===== config.mk =====
export PLATFORM = sky130hd
export DESIGN_NAME = dot_matrix_scanner_flat
export DESIGN_NICKNAME = d
export VERILOG_FILES = /design/src/rtl/dot_matrix_scanner_if.sv /design/src/rtl/dot_matrix_scanner.sv /design/src/flat_wrapper.sv
export SDC_FILE = /design/constraint.sdc
export NUM_CORES = 2
export LEC_CHECK = 0
export BUFFER_PORTS_ARGS = -buffer_cell sky130_fd_sc_hd__buf_4
export CORE_AREA = 2 2 404 406
export CTS_CLUSTER_DIAMETER = 40
export DETAILED_ROUTE_END_ITERATION = 6
export DIE_AREA = 0 0 406 408
export GPL_TIMING_DRIVEN = 1
export PLACE_DENSITY_LB_ADDON = 0.3
export SYNTH_ARGS = -nofsm -noshare
export SYNTH_HDL_FRONTEND = slang
export SYNTH_SLANG_ARGS = --single-unit

===== constraint.sdc =====
create_clock -name clk -period 5.6 [get_ports clk]
set_clock_uncertainty 0.2 [all_clocks]
set_input_delay 0.56 -clock clk [delete_from_list [all_inputs] [get_ports clk]]
set_output_delay 0.56 -clock clk [all_outputs]
set_load 0.02 [all_outputs]

===== src/rtl/dot_matrix_scanner_if.sv =====
// Signal bundle between the pattern-load logic, the matrix drivers and the scanner.
// The master side supplies mode/frame selection and frame-buffer writes; the slave
// side (the scanner) returns the registered row/column drive and the scan pulse.
interface dot_matrix_scanner_if #(
  parameter int ROWS   = 16,
  parameter int COLS   = 16,
  parameter int FRAMES = 4
);
  localparam int FW = (FRAMES > 1) ? $clog2(FRAMES) : 1;
  localparam int RW = (ROWS > 1) ? $clog2(ROWS) : 1;

  logic [1:0]      mode;
  logic [FW-1:0]   sel_frame;
  logic            wr_en;
  logic [FW-1:0]   wr_frame;
  logic [RW-1:0]   wr_row;
  logic [COLS-1:0] wr_data;
  logic [RW-1:0]   row_bin;
  logic [ROWS-1:0] row_onehot;
  logic [COLS-1:0] col;
  logic            frame_tick;

  modport master (
    output mode, sel_frame, wr_en, wr_frame, wr_row, wr_data,
    input  row_bin, row_onehot, col, frame_tick
  );

  modport slave (
    input  mode, sel_frame, wr_en, wr_frame, wr_row, wr_data,
    output row_bin, row_onehot, col, frame_tick
  );
endinterface


===== src/rtl/dot_matrix_scanner.sv =====
// Row-scanning LED matrix driver with an internal multi-frame bitmap buffer.
// Display settings (mode, selected frame, animation frame, scroll offset) only
// change at the end of a full scan, and the first row of the new scan is built
// from the new settings, so a frame is never shown half in one setting and half
// in another. Row select and column data are registered on the same edge.
module dot_matrix_scanner #(
  parameter int ROWS       = 16,
  parameter int COLS       = 16,
  parameter int FRAMES     = 4,
  parameter int SCAN_DIV   = 1000,
  parameter int FRAME_HOLD = 50
) (
  input  logic                  clk,
  input  logic                  rst_n,
  dot_matrix_scanner_if.slave   bus
);

  localparam int FW = (FRAMES > 1) ? $clog2(FRAMES) : 1;
  localparam int RW = (ROWS > 1) ? $clog2(ROWS) : 1;
  localparam int CW = (COLS > 1) ? $clog2(COLS) : 1;
  localparam int DW = (SCAN_DIV > 1) ? $clog2(SCAN_DIV) : 1;
  localparam int HW = (FRAME_HOLD > 1) ? $clog2(FRAME_HOLD) : 1;

  localparam logic [1:0] MODE_STATIC  = 2'b00;
  localparam logic [1:0] MODE_ANIMATE = 2'b01;
  localparam logic [1:0] MODE_SCROLL  = 2'b10;
  localparam logic [1:0] MODE_BLANK   = 2'b11;

  localparam logic [DW-1:0] DIV_LAST   = DW'(SCAN_DIV - 1);
  localparam logic [RW-1:0] ROW_LAST   = RW'(ROWS - 1);
  localparam logic [HW-1:0] HOLD_LAST  = HW'(FRAME_HOLD - 1);
  localparam logic [FW-1:0] FRAME_LAST = FW'(FRAMES - 1);
  localparam logic [CW-1:0] COL_LAST   = CW'(COLS - 1);

  // Rotate a row bitmap left: result[(i+off) mod COLS] = data[i].
  function automatic logic [COLS-1:0] rotate_left(input logic [COLS-1:0] data,
                                                  input logic [CW-1:0]   off);
    logic [2*COLS-1:0] dbl;
    dbl = {data, data} << off;
    return dbl[2*COLS-1:COLS];
  endfunction

  // Scan datapath state
  logic [DW-1:0]   div_cnt_q,    div_cnt_d;
  logic [RW-1:0]   row_bin_q,    row_bin_d;
  logic [ROWS-1:0] row_onehot_q, row_onehot_d;
  logic [COLS-1:0] col_q,        col_d;
  logic            frame_tick_q, frame_tick_d;

  // Display-setting state, updated only at end of scan
  logic [1:0]      mode_q,       mode_d;
  logic [FW-1:0]   sel_q,        sel_d;
  logic [HW-1:0]   hold_cnt_q,   hold_cnt_d;
  logic [FW-1:0]   cur_frame_q,  cur_frame_d;
  logic [CW-1:0]   scroll_off_q, scroll_off_d;

  logic [COLS-1:0] fb_q [FRAMES][ROWS];

  logic            row_tick_s;
  logic            scan_end_s;
  logic            step_s;
  logic [RW-1:0]   next_row_s;
  logic [FW-1:0]   sel_in_s;
  logic [FW-1:0]   disp_frame_s;
  logic [COLS-1:0] row_word_s;
  logic            wr_ok_s;

  assign row_tick_s = (div_cnt_q == DIV_LAST);
  assign scan_end_s = row_tick_s && (row_bin_q == ROW_LAST);
  assign next_row_s = (row_bin_q == ROW_LAST) ? {RW{1'b0}} : (row_bin_q + RW'(1));
  assign sel_in_s   = (int'(bus.sel_frame) < FRAMES) ? bus.sel_frame : {FW{1'b0}};
  assign wr_ok_s    = bus.wr_en && (int'(bus.wr_frame) < FRAMES) && (int'(bus.wr_row) < ROWS);

  // End-of-scan update of mode, frame selection, hold counter, animation and scroll
  always_comb begin
    mode_d       = mode_q;
    sel_d        = sel_q;
    hold_cnt_d   = hold_cnt_q;
    cur_frame_d  = cur_frame_q;
    scroll_off_d = scroll_off_q;
    step_s       = 1'b0;
    if (scan_end_s) begin
      mode_d = bus.mode;
      sel_d  = sel_in_s;
      if (bus.mode != mode_q) begin
        hold_cnt_d = {HW{1'b0}};
      end else if (hold_cnt_q == HOLD_LAST) begin
        hold_cnt_d = {HW{1'b0}};
        step_s     = 1'b1;
      end else begin
        hold_cnt_d = hold_cnt_q + HW'(1);
      end
      if (step_s && (bus.mode == MODE_ANIMATE)) begin
        cur_frame_d = (cur_frame_q == FRAME_LAST) ? {FW{1'b0}} : (cur_frame_q + FW'(1));
      end else begin
        cur_frame_d = cur_frame_q;
      end
      if (bus.mode != MODE_SCROLL) begin
        scroll_off_d = {CW{1'b0}};
      end else if (step_s) begin
        scroll_off_d = (scroll_off_q == COL_LAST) ? {CW{1'b0}} : (scroll_off_q + CW'(1));
      end else begin
        scroll_off_d = scroll_off_q;
      end
    end else begin
      step_s = 1'b0;
    end
  end

  // Column data for the row about to be driven, built from the settings in force for it
  always_comb begin
    disp_frame_s = (mode_d == MODE_ANIMATE) ? cur_frame_d : sel_d;
    row_word_s   = fb_q[disp_frame_s][next_row_s];
    case (mode_d)
      MODE_STATIC:  col_d = row_word_s;
      MODE_ANIMATE: col_d = row_word_s;
      MODE_SCROLL:  col_d = rotate_left(row_word_s, scroll_off_d);
      MODE_BLANK:   col_d = {COLS{1'b0}};
      default:      col_d = {COLS{1'b0}};
    endcase
  end

  // Row divider and next row select / end-of-scan pulse
  always_comb begin
    frame_tick_d = scan_end_s;
    if (row_tick_s) begin
      div_cnt_d    = {DW{1'b0}};
      row_bin_d    = next_row_s;
      row_onehot_d = {{(ROWS-1){1'b0}}, 1'b1} << next_row_s;
    end else begin
      div_cnt_d    = div_cnt_q + DW'(1);
      row_bin_d    = row_bin_q;
      row_onehot_d = row_onehot_q;
    end
  end

  // Scan registers: row select and column data change together on row_tick
  always_ff @(posedge clk or negedge rst_n) begin
    if (!rst_n) begin
      div_cnt_q    <= {DW{1'b0}};
      row_bin_q    <= {RW{1'b0}};
      row_onehot_q <= {{(ROWS-1){1'b0}}, 1'b1};
      col_q        <= {COLS{1'b0}};
      frame_tick_q <= 1'b0;
    end else begin
      div_cnt_q    <= div_cnt_d;
      row_bin_q    <= row_bin_d;
      row_onehot_q <= row_onehot_d;
      col_q        <= row_tick_s ? col_d : col_q;
      frame_tick_q <= frame_tick_d;
    end
  end

  // Display-setting registers
  always_ff @(posedge clk or negedge rst_n) begin
    if (!rst_n) begin
      mode_q       <= MODE_STATIC;
      sel_q        <= {FW{1'b0}};
      hold_cnt_q   <= {HW{1'b0}};
      cur_frame_q  <= {FW{1'b0}};
      scroll_off_q <= {CW{1'b0}};
    end else begin
      mode_q       <= mode_d;
      sel_q        <= sel_d;
      hold_cnt_q   <= hold_cnt_d;
      cur_frame_q  <= cur_frame_d;
      scroll_off_q <= scroll_off_d;
    end
  end

  // Frame buffer: one write per clock; a same-edge display read sees the old word
  always_ff @(posedge clk or negedge rst_n) begin
    if (!rst_n) begin
      for (int f = 0; f < FRAMES; f++) begin
        for (int r = 0; r < ROWS; r++) begin
          fb_q[f][r] <= {COLS{1'b0}};
        end
      end
    end else if (wr_ok_s) begin
      fb_q[bus.wr_frame][bus.wr_row] <= bus.wr_data;
    end
  end

  assign bus.row_bin    = row_bin_q;
  assign bus.row_onehot = row_onehot_q;
  assign bus.col        = col_q;
  assign bus.frame_tick = frame_tick_q;

endmodule


===== src/flat_wrapper.sv =====
// flat-port wrapper written by rule: the top's interface ports become plain ports
module dot_matrix_scanner_flat 
#(
  parameter int ROWS       = 16,
  parameter int COLS       = 16,
  parameter int FRAMES     = 4,
  parameter int SCAN_DIV   = 1000,
  parameter int FRAME_HOLD = 50
)
  (clk, rst_n, bus_mode, bus_sel_frame, bus_wr_en, bus_wr_frame, bus_wr_row, bus_wr_data, bus_row_bin, bus_row_onehot, bus_col, bus_frame_tick);
  dot_matrix_scanner_if #(.ROWS(ROWS), .COLS(COLS), .FRAMES(FRAMES)) bus_i ();
  input  logic clk;
  input  logic rst_n;
  input wire logic [$bits(bus_i.mode)-1:0] bus_mode;
  input wire logic [$bits(bus_i.sel_frame)-1:0] bus_sel_frame;
  input wire logic [$bits(bus_i.wr_en)-1:0] bus_wr_en;
  input wire logic [$bits(bus_i.wr_frame)-1:0] bus_wr_frame;
  input wire logic [$bits(bus_i.wr_row)-1:0] bus_wr_row;
  input wire logic [$bits(bus_i.wr_data)-1:0] bus_wr_data;
  output wire logic [$bits(bus_i.row_bin)-1:0] bus_row_bin;
  output wire logic [$bits(bus_i.row_onehot)-1:0] bus_row_onehot;
  output wire logic [$bits(bus_i.col)-1:0] bus_col;
  output wire logic [$bits(bus_i.frame_tick)-1:0] bus_frame_tick;
  assign bus_i.mode = bus_mode;
  assign bus_i.sel_frame = bus_sel_frame;
  assign bus_i.wr_en = bus_wr_en;
  assign bus_i.wr_frame = bus_wr_frame;
  assign bus_i.wr_row = bus_wr_row;
  assign bus_i.wr_data = bus_wr_data;
  assign bus_row_bin = bus_i.row_bin;
  assign bus_row_onehot = bus_i.row_onehot;
  assign bus_col = bus_i.col;
  assign bus_frame_tick = bus_i.frame_tick;
  dot_matrix_scanner #(.ROWS(ROWS), .COLS(COLS), .FRAMES(FRAMES), .SCAN_DIV(SCAN_DIV), .FRAME_HOLD(FRAME_HOLD)) u_core (.clk(clk), .rst_n(rst_n), .bus(bus_i));
endmodule

Word level (Yosys, flattened, before mapping)
Cells that the tools add are included.

operators by class
  add/subtract/negate cells = 5
  magnitude comparators = 6
  equality and inequality tests = 11
  shift operators = 2
  multiplexer cells = 29
  bitwise gates (word level) = 4
  reduce and logical (&&, ||, !) cells = 6

operators with widths
  operator                                                            count
  1024-bit bitwise mux                                                1
  256-bit two-way mux                                                 3
  256-bit binary-select mux with 2-bit select                         1
  256-bit demux with 2-bit select                                     1
  16-bit binary-select mux with 4-bit select                          1
  16-bit demux with 4-bit select                                      1
  16-bit two-way mux                                                  3
  16-bit one-hot mux with 3 select lines                              1
  32-bit by 4-bit << shifter with 32-bit output                       1
  4-bit two-way mux                                                   5
  1-bit by 4-bit << shifter with 16-bit output, first input constant  1
  2-bit two-way mux                                                   6
  6-bit two-way mux                                                   2
  10-bit by 1-bit adder with 10-bit output, second input constant     1
  10-bit equality test, second input constant                         1
  5-bit >= comparator, second input constant                          2
  10-bit two-way mux                                                  1
  4-bit NOT with 5-bit output                                         2
  4-bit by 1-bit adder with 4-bit output, second input constant       2
  4-bit equality test, second input constant                          2
  6-bit by 1-bit adder with 6-bit output, second input constant       1
  2-bit equality test, second input constant                          3
  6-bit equality test, second input constant                          1
  3-bit >= comparator, second input constant                          2
  11 further kinds                                                    18

storage, ports and cells
  register bits after elaboration = 1087
  input bits = 29
  output and inout port bits = 37
  logic and storage cells = 137

Depth between registers and ports, before layout
  depth in word-level cells = 17
  depth in mapped cells = 23
  gate-level depth less buffers = 16

Worst setup path after synthesis
OpenSTA, ideal clock, no wires.

  kind = flip-flop to flip-flop
  start = register u_core.row_bin_q[1], in the netlist u_core.bus.row_bin[1]
  end = register u_core.col_q[1], in the netlist u_core.bus.col[1]
  library setup time = 129 ps
  arrival time = 4460 ps
  data required time = 5271 ps
  path slack = 811 ps
  stages on the path, launching flop included = 21
  path buffers = 5
  clock period less this slack = 4789 ps
  cells stage by stage = dfrtp_1 > ha_1 > buf_2 > nand3_2 > or4_1 > and2_1 > buf_2 > inv_2 > buf_2 > buf_2 > buf_2 > mux2i_1 > a22o_1 > o22ai_1 > a221oi_1 > a31oi_1 > a211oi_1 > mux2i_1 > mux2i_1 > o22ai_1 > o41a_1

on the way
  longest elaborated chain between the ends = 14
  elaborated cells between the ends (all ways) = 24
  those cells by class = add/sub (1); eq/ne (4); shift (1); mux (13); bitwise (2); reduce/logical (3)

ends and longest elaborated chain
  what                                                    line                                                  source
  from (decl)                                             dot_matrix_scanner.sv:45                              logic [RW-1:0] row_bin_q, row_bin_d;
  from (signal assigned)                                  dot_matrix_scanner.sv:141                             row_bin_q <= {RW{1'b0}};
  from (signal assigned)                                  dot_matrix_scanner.sv:147                             row_bin_q <= row_bin_d;
  4-bit equality test                                     dot_matrix_scanner.sv:69, dot_matrix_scanner.sv:70
  1-bit logical AND                                       dot_matrix_scanner.sv:69                              assign scan_end_s = row_tick_s && (row_bin_q == ROW_LAST);
  2-bit two-way mux                                       dot_matrix_scanner.sv:82                              if (scan_end_s) begin
  2-bit by 1-bit equality test with 1-bit output          dot_matrix_scanner.sv:112, dot_matrix_scanner.sv:114
  2-bit two-way mux                                       dot_matrix_scanner.sv:112                             disp_frame_s = (mode_d == MODE_ANIMATE) ? cur_frame_d : sel_d;
  2-bit NOT with 3-bit output (implied by the code)       dot_matrix_scanner.sv:113                             row_word_s = fb_q[disp_frame_s][next_row_s];
  256-bit binary-select mux with 2-bit select             dot_matrix_scanner.sv:113
  256-bit two-way mux (implied by the code) (2 in a row)  dot_matrix_scanner.sv:113
  16-bit binary-select mux with 4-bit select              dot_matrix_scanner.sv:113
  16-bit two-way mux (implied by the code) (2 in a row)   dot_matrix_scanner.sv:113
  32-bit by 4-bit << shifter with 32-bit output           dot_matrix_scanner.sv:39                              dbl = {data, data} << off;
  16-bit one-hot mux with 3 select lines *                dot_matrix_scanner.sv:114                             case (mode_d)
  to (signal assigned)                                    dot_matrix_scanner.sv:143                             col_q <= {COLS{1'b0}};
  to (signal assigned)                                    dot_matrix_scanner.sv:149                             col_q <= row_tick_s ? col_d : col_q;
  to (decl)                                               dot_matrix_scanner.sv:47                              logic [COLS-1:0] col_q, col_d;

Every way passes the cells marked *; elsewhere a longest branch is shown, timed or not. The select of a mux whose other input is x is not followed.
A chain may end at the register's enable or synchronous reset.

Worst setup path after layout
  start = register u_core.div_cnt_q[0]
  end = register u_core.col_q[12], in the netlist u_core.bus.col[12]

on the way
  longest elaborated chain between the ends = 14
  elaborated cells between the ends (all ways) = 21
  those cells by class = eq/ne (4); shift (1); mux (12); bitwise (1); reduce/logical (3)

ends and longest elaborated chain
  what                                                    line                                                  source
  from (decl)                                             dot_matrix_scanner.sv:44                              logic [DW-1:0] div_cnt_q, div_cnt_d;
  from (signal assigned)                                  dot_matrix_scanner.sv:140                             div_cnt_q <= {DW{1'b0}};
  from (signal assigned)                                  dot_matrix_scanner.sv:146                             div_cnt_q <= div_cnt_d;
  10-bit equality test *                                  dot_matrix_scanner.sv:68                              assign row_tick_s = (div_cnt_q == DIV_LAST);
  1-bit logical AND                                       dot_matrix_scanner.sv:69
  2-bit two-way mux                                       dot_matrix_scanner.sv:82
  2-bit by 1-bit equality test with 1-bit output          dot_matrix_scanner.sv:112, dot_matrix_scanner.sv:114
  2-bit two-way mux                                       dot_matrix_scanner.sv:112
  2-bit NOT with 3-bit output (implied by the code)       dot_matrix_scanner.sv:113
  256-bit binary-select mux with 2-bit select             dot_matrix_scanner.sv:113
  256-bit two-way mux (implied by the code) (2 in a row)  dot_matrix_scanner.sv:113
  16-bit binary-select mux with 4-bit select              dot_matrix_scanner.sv:113
  16-bit two-way mux (implied by the code) (2 in a row)   dot_matrix_scanner.sv:113
  32-bit by 4-bit << shifter with 32-bit output           dot_matrix_scanner.sv:39
  16-bit one-hot mux with 3 select lines                  dot_matrix_scanner.sv:114

Marked as above.

==> run summary <==
The flow ran to the end, but the final reports show violations. The checks that failed: max-capacitance violations, max-slew violations, negative setup slack. The layer flagged by global routing as most heavily used is met2. The delay of the slowest cell on the worst path came out at 690 ps. The proportion of netlist area held by the largest area contributor is 0.484. The iteration count of the initial detailed-routing pass is 7. The largest total area in the synthesized netlist belongs to dfrtp_1. The total of max-cap violations came out at 1.

The critical-path cell with the highest stage delay is nor4_4. The design area came out at 68800 um^2. The die footprint came out at 166000 um^2. For met3 alone, demand over resource in global routing was 0.0817. The count of final setup violators is 5. Counting the buffers created by CTS gives 177. The post-synth design cell area came out at 56100 um^2.

The worst endpoint required time came out at 6080 ps. The leftover overflow at the end of global routing is 0. Summing all multi-input logic gate instances after layout gives 27300 um^2. The overall power of the completed layout came out at 23400 uW. The maximum clock frequency came out at 0.177 GHz. The count of clock tree sinks came out at 1087. Clock tree synthesis selected as its root buffer the cell clkbuf_16.

The static leakage came out at 0.0317 uW. The worst setup path is captured at a flip-flop. The layout net count is 5326. The number of flops mapped to enable cells by yosys came out at 0. Setup repair after global routing could not meet its margin everywhere. The share of total power in combinational logic came out at 0.100. For this design the top-level I/O count stands at 66.

The first-pass GRT wire length is 334000 um. The final critical-path share of the clock period is 1.01. Counting flops and latches in the post-synthesis netlist gives 1087.

The iteration-0 DRC count of the detailed router came out at 6091. The maximum number of pins on one net before global-route repair came out at 151. For this run, the register share of the synthesized area comes to 0.485. TritonCTS built the clock tree.

The startpoint of the most critical register-to-register path is u_core.div_cnt_q[0]. The relative slew slack is -0.00161. The capture instance of the worst register-to-register path is u_core.bus.col[12].

The clock latency on the worst-skew pair came out at 830 ps. The layout overhead on the synthesized area came out at 22.6%. The final HPWL from detailed placement is 147000 um. The width of the die is 406 um. The total length of routed wires came out at 234000 um.

After clock tree synthesis, the clock-pin slew on the worst setup and hold paths is 50 ps. The power density over the cells came out at 340 nW/um^2. The proportion of total power due to net switching came out at 0.255. In the global route stage, met1 resource usage came out at 0.369.

The final critical path time including I/O delays and setup is 5640 ps. Across every metal layer, demand over resource in global routing totals 0.275. In the synthesized netlist the async set-or-reset flop fraction comes to 1.00. The switching power total came out at 5950 uW. In the synthesized netlist, the number of instances is 5051. The met2 track demand over resource in global routing came out at 0.402.

The number of cells on the worst reg-to-reg path is 20. The number of filler instances in the final layout came out at 15170. Measured along the y axis, the die boundary spans 408 um. Across all layers, the routed design uses 47322 vias. The startpoint class of the critical path is a flip-flop. The number of levels the H-tree was split into came out at 4.

The share of total power dissipated in the clock network is 0.495. The last weighted congestion value of the routability-driven placer is 0.943. For the pin with the worst max-slew slack, the measured transition is 1500 ps. The average cell area after synthesis is 11.1 um^2. The max-slew violation count is 1.

The count of port buffers added during placement came out at 65. In the layout the commonest cells are dfrtp_1, mux2_2, buf_4. After detailed routing, the average wire length per cell comes to 30.7 um. Row generation in the floorplan step produced 148 rows.

In the post-route analysis, the smallest setup slack over all paths is -39.6 ps. Dividing the detail-routed via count by the number of cells gives 6.21. The total area of sequential cells is 27200 um^2. The net count of the mapped netlist is 5090. In the synthesized netlist the dominant register cell turns out to be dfrtp_1.

The sequential cell fraction of total power is 0.405. The antenna violation net count after detailed routing came out at 0. By startpoint and endpoint, the worst setup path is classified as reg2reg. Cell internal power was estimated by the tool at 17400 uW.

In this run the register-to-register setup slack is -40 ps. The core box area is 162000 um^2. The final cell utilization of the core came out at 0.425. The number of distinct standard cells referenced by the synthesized netlist is 101. IR analysis of the VDD net gives a maximum drop of 283 uV. Excluding fillers, the count of instances in the completed layout stands at 7622. The critical path goes through ha_4 -> nand4b_2 -> or4_4 -> buf_12 -> mux2i_4 -> buf_12 -> buf_12 -> buf_16 -> a31oi_4 -> a22o_1 -> o22ai_2 -> nor4_4 -> o211ai_1 -> a211oi_2 -> buf_4 -> a21oi_1 -> buf_4 -> and2_4 -> o31ai_4 -> o211ai_1. By area the synthesized netlist is led by dfrtp_1, mux2_2, nand2_1, mux2i_1, o21ai_0.

The initial antenna violation count is 19. The cell total after placement came out at 7241. The number of failing hold endpoints at the final stage is 0. The data arrival time of the worst path is 6120 ps. The min-delay analysis places its worst path in the category in2async. Of all nets on the critical path, the largest fanout is 28. The post-place instance area is 61500 um^2. Of the cells placed in the final design, the portion with a size suffix greater than 1 is 0.377. The initial utilization of the core area, before any placement, comes to 0.347. For this run, design rule violations remaining after detail routing come to 0. The clock tree buffer depth came out at 3. The library cell used most frequently in the layout, excluding fill and tap cells, is dfrtp_1. The total number of yosys warnings came out at 0. The worst setup slack before clock tree synthesis is -661 ps.

The number of global-route vias before repair came out at 45733. The library cell appearing most often on the critical path is buf_12.
area by class of cell:
class | count | area share
diodes | 8 | 0.000291
flip-flops and latches | 1087 | 0.396
multi-input cells | 3451 | 0.397
clock inverters | 107 | 0.0202
well taps | 2175 | 0.0396
repair buffers | 550 | 0.0749
clock buffers | 224 | 0.0713
inverters | 20 | 0.00122
what timing repair did:
item                                    4_1_cts  5_1_grt
gates cloned                                  4        3
setup buffers                                 7       25
hold endpoints to repair                    126        0
pin swaps                                     6       22
hold buffers                                  3        0
resized for setup                            34       51
endpoints found under the setup margin       16       16
critical path: cells and delay by family (launching register included):
kind / cells / cell delay (ps)
mux: 1 / 240
flops: 1 / 410
buf+inv: 6 / 1080
compound gates: 8 / 1840
simple gates: 4 / 1500
fa+ha+maj: 1 / 170
logic make-up (layout without fill, tap and decap cells):
group | count (synthesis) | after routing | share of synthesized area
compound gates | 1083 | 1083 | 0.133
xor+xnor | 18 | 18 | 0.00281
fa+ha+maj | 10 | 10 | 0.00223
buf+inv | 513 | 901 | 0.0397
flops | 1087 | 1087 | 0.485
mux | 1213 | 1213 | 0.241
other cells | 0 | 8 | 0
simple gates | 1127 | 1127 | 0.0964
routing by layer:
metal | routed length (um) | up-vias | share of wire
li1 | - | 19342 | -
met1 | 94700 | 24439 | 0.40
met2 | 100000 | 2844 | 0.43
met3 | 25600 | 681 | 0.11
met4 | 13400 | 16 | 0.057
met5 | 114 | - | 0.00049
power by group through the flow:
stage                     Clock [uW]  Sequential [uW]  Combinational [uW]
final                          11600             9450                2340
after global routing           12000             9550                2520
after CTS                      11700             9410                2290
after detailed placement           0             9540                2270
after global placement             0             9500                2210
after floorplan                    0             9350                1530
how the worst max path moves through the flow:
| stage | from | end | slack (ps) | cells after the start |
|---|---|---|---|---|
| final | u_core.div_cnt_q[0] | u_core.bus.col[12] | -40 | 20 |
| after CTS | u_core.div_cnt_q[0] | u_core.bus.col[2] | 7 | 19 |
| after global routing | u_core.div_cnt_q[0] | u_core.bus.col[12] | -60 | 20 |
| after detailed placement | u_core.hold_cnt_q[1] | u_core.bus.col[8] | -660 | 18 |
| after floorplan | u_core.bus.row_bin[1] | u_core.bus.col[1] | 810 | 20 |
| after global placement | u_core.hold_cnt_q[1] | u_core.bus.col[9] | -1210 | 17 |
cells in the mapped netlist (all sizes together) (98+ instances only):
cell type and instances:
and3 113, a211oi 98, nand3 241, clkbuf 310, o21ai 268, dfrtp 1086
a21oi 130, buf 183, a31oi 124, mux2i 151, nor2 144, nand2 430
mux2 1060
through the flow:
stage          setup TNS, ps  hold WS (ps)
2_1_floorplan              0          64.4
3_3_place_gp          -17620           265
3_5_place_dp           -8830           271
4_1_cts                    0          80.6
5_1_grt                 -316           108
6_report                -109           118
registers in the layout, indices dropped and copies added (netlist names), 4 cells and up:
name / flops
u_core.bus.col: 16
u_core.bus.row_bin: 4
u_core.bus.row_onehot: 16
u_core.div_cnt_q: 10
u_core.fb_q: 1024
u_core.hold_cnt_q: 6
u_core.scroll_off_q: 4
Note: power is estimated with default switching activity, not from simulation.
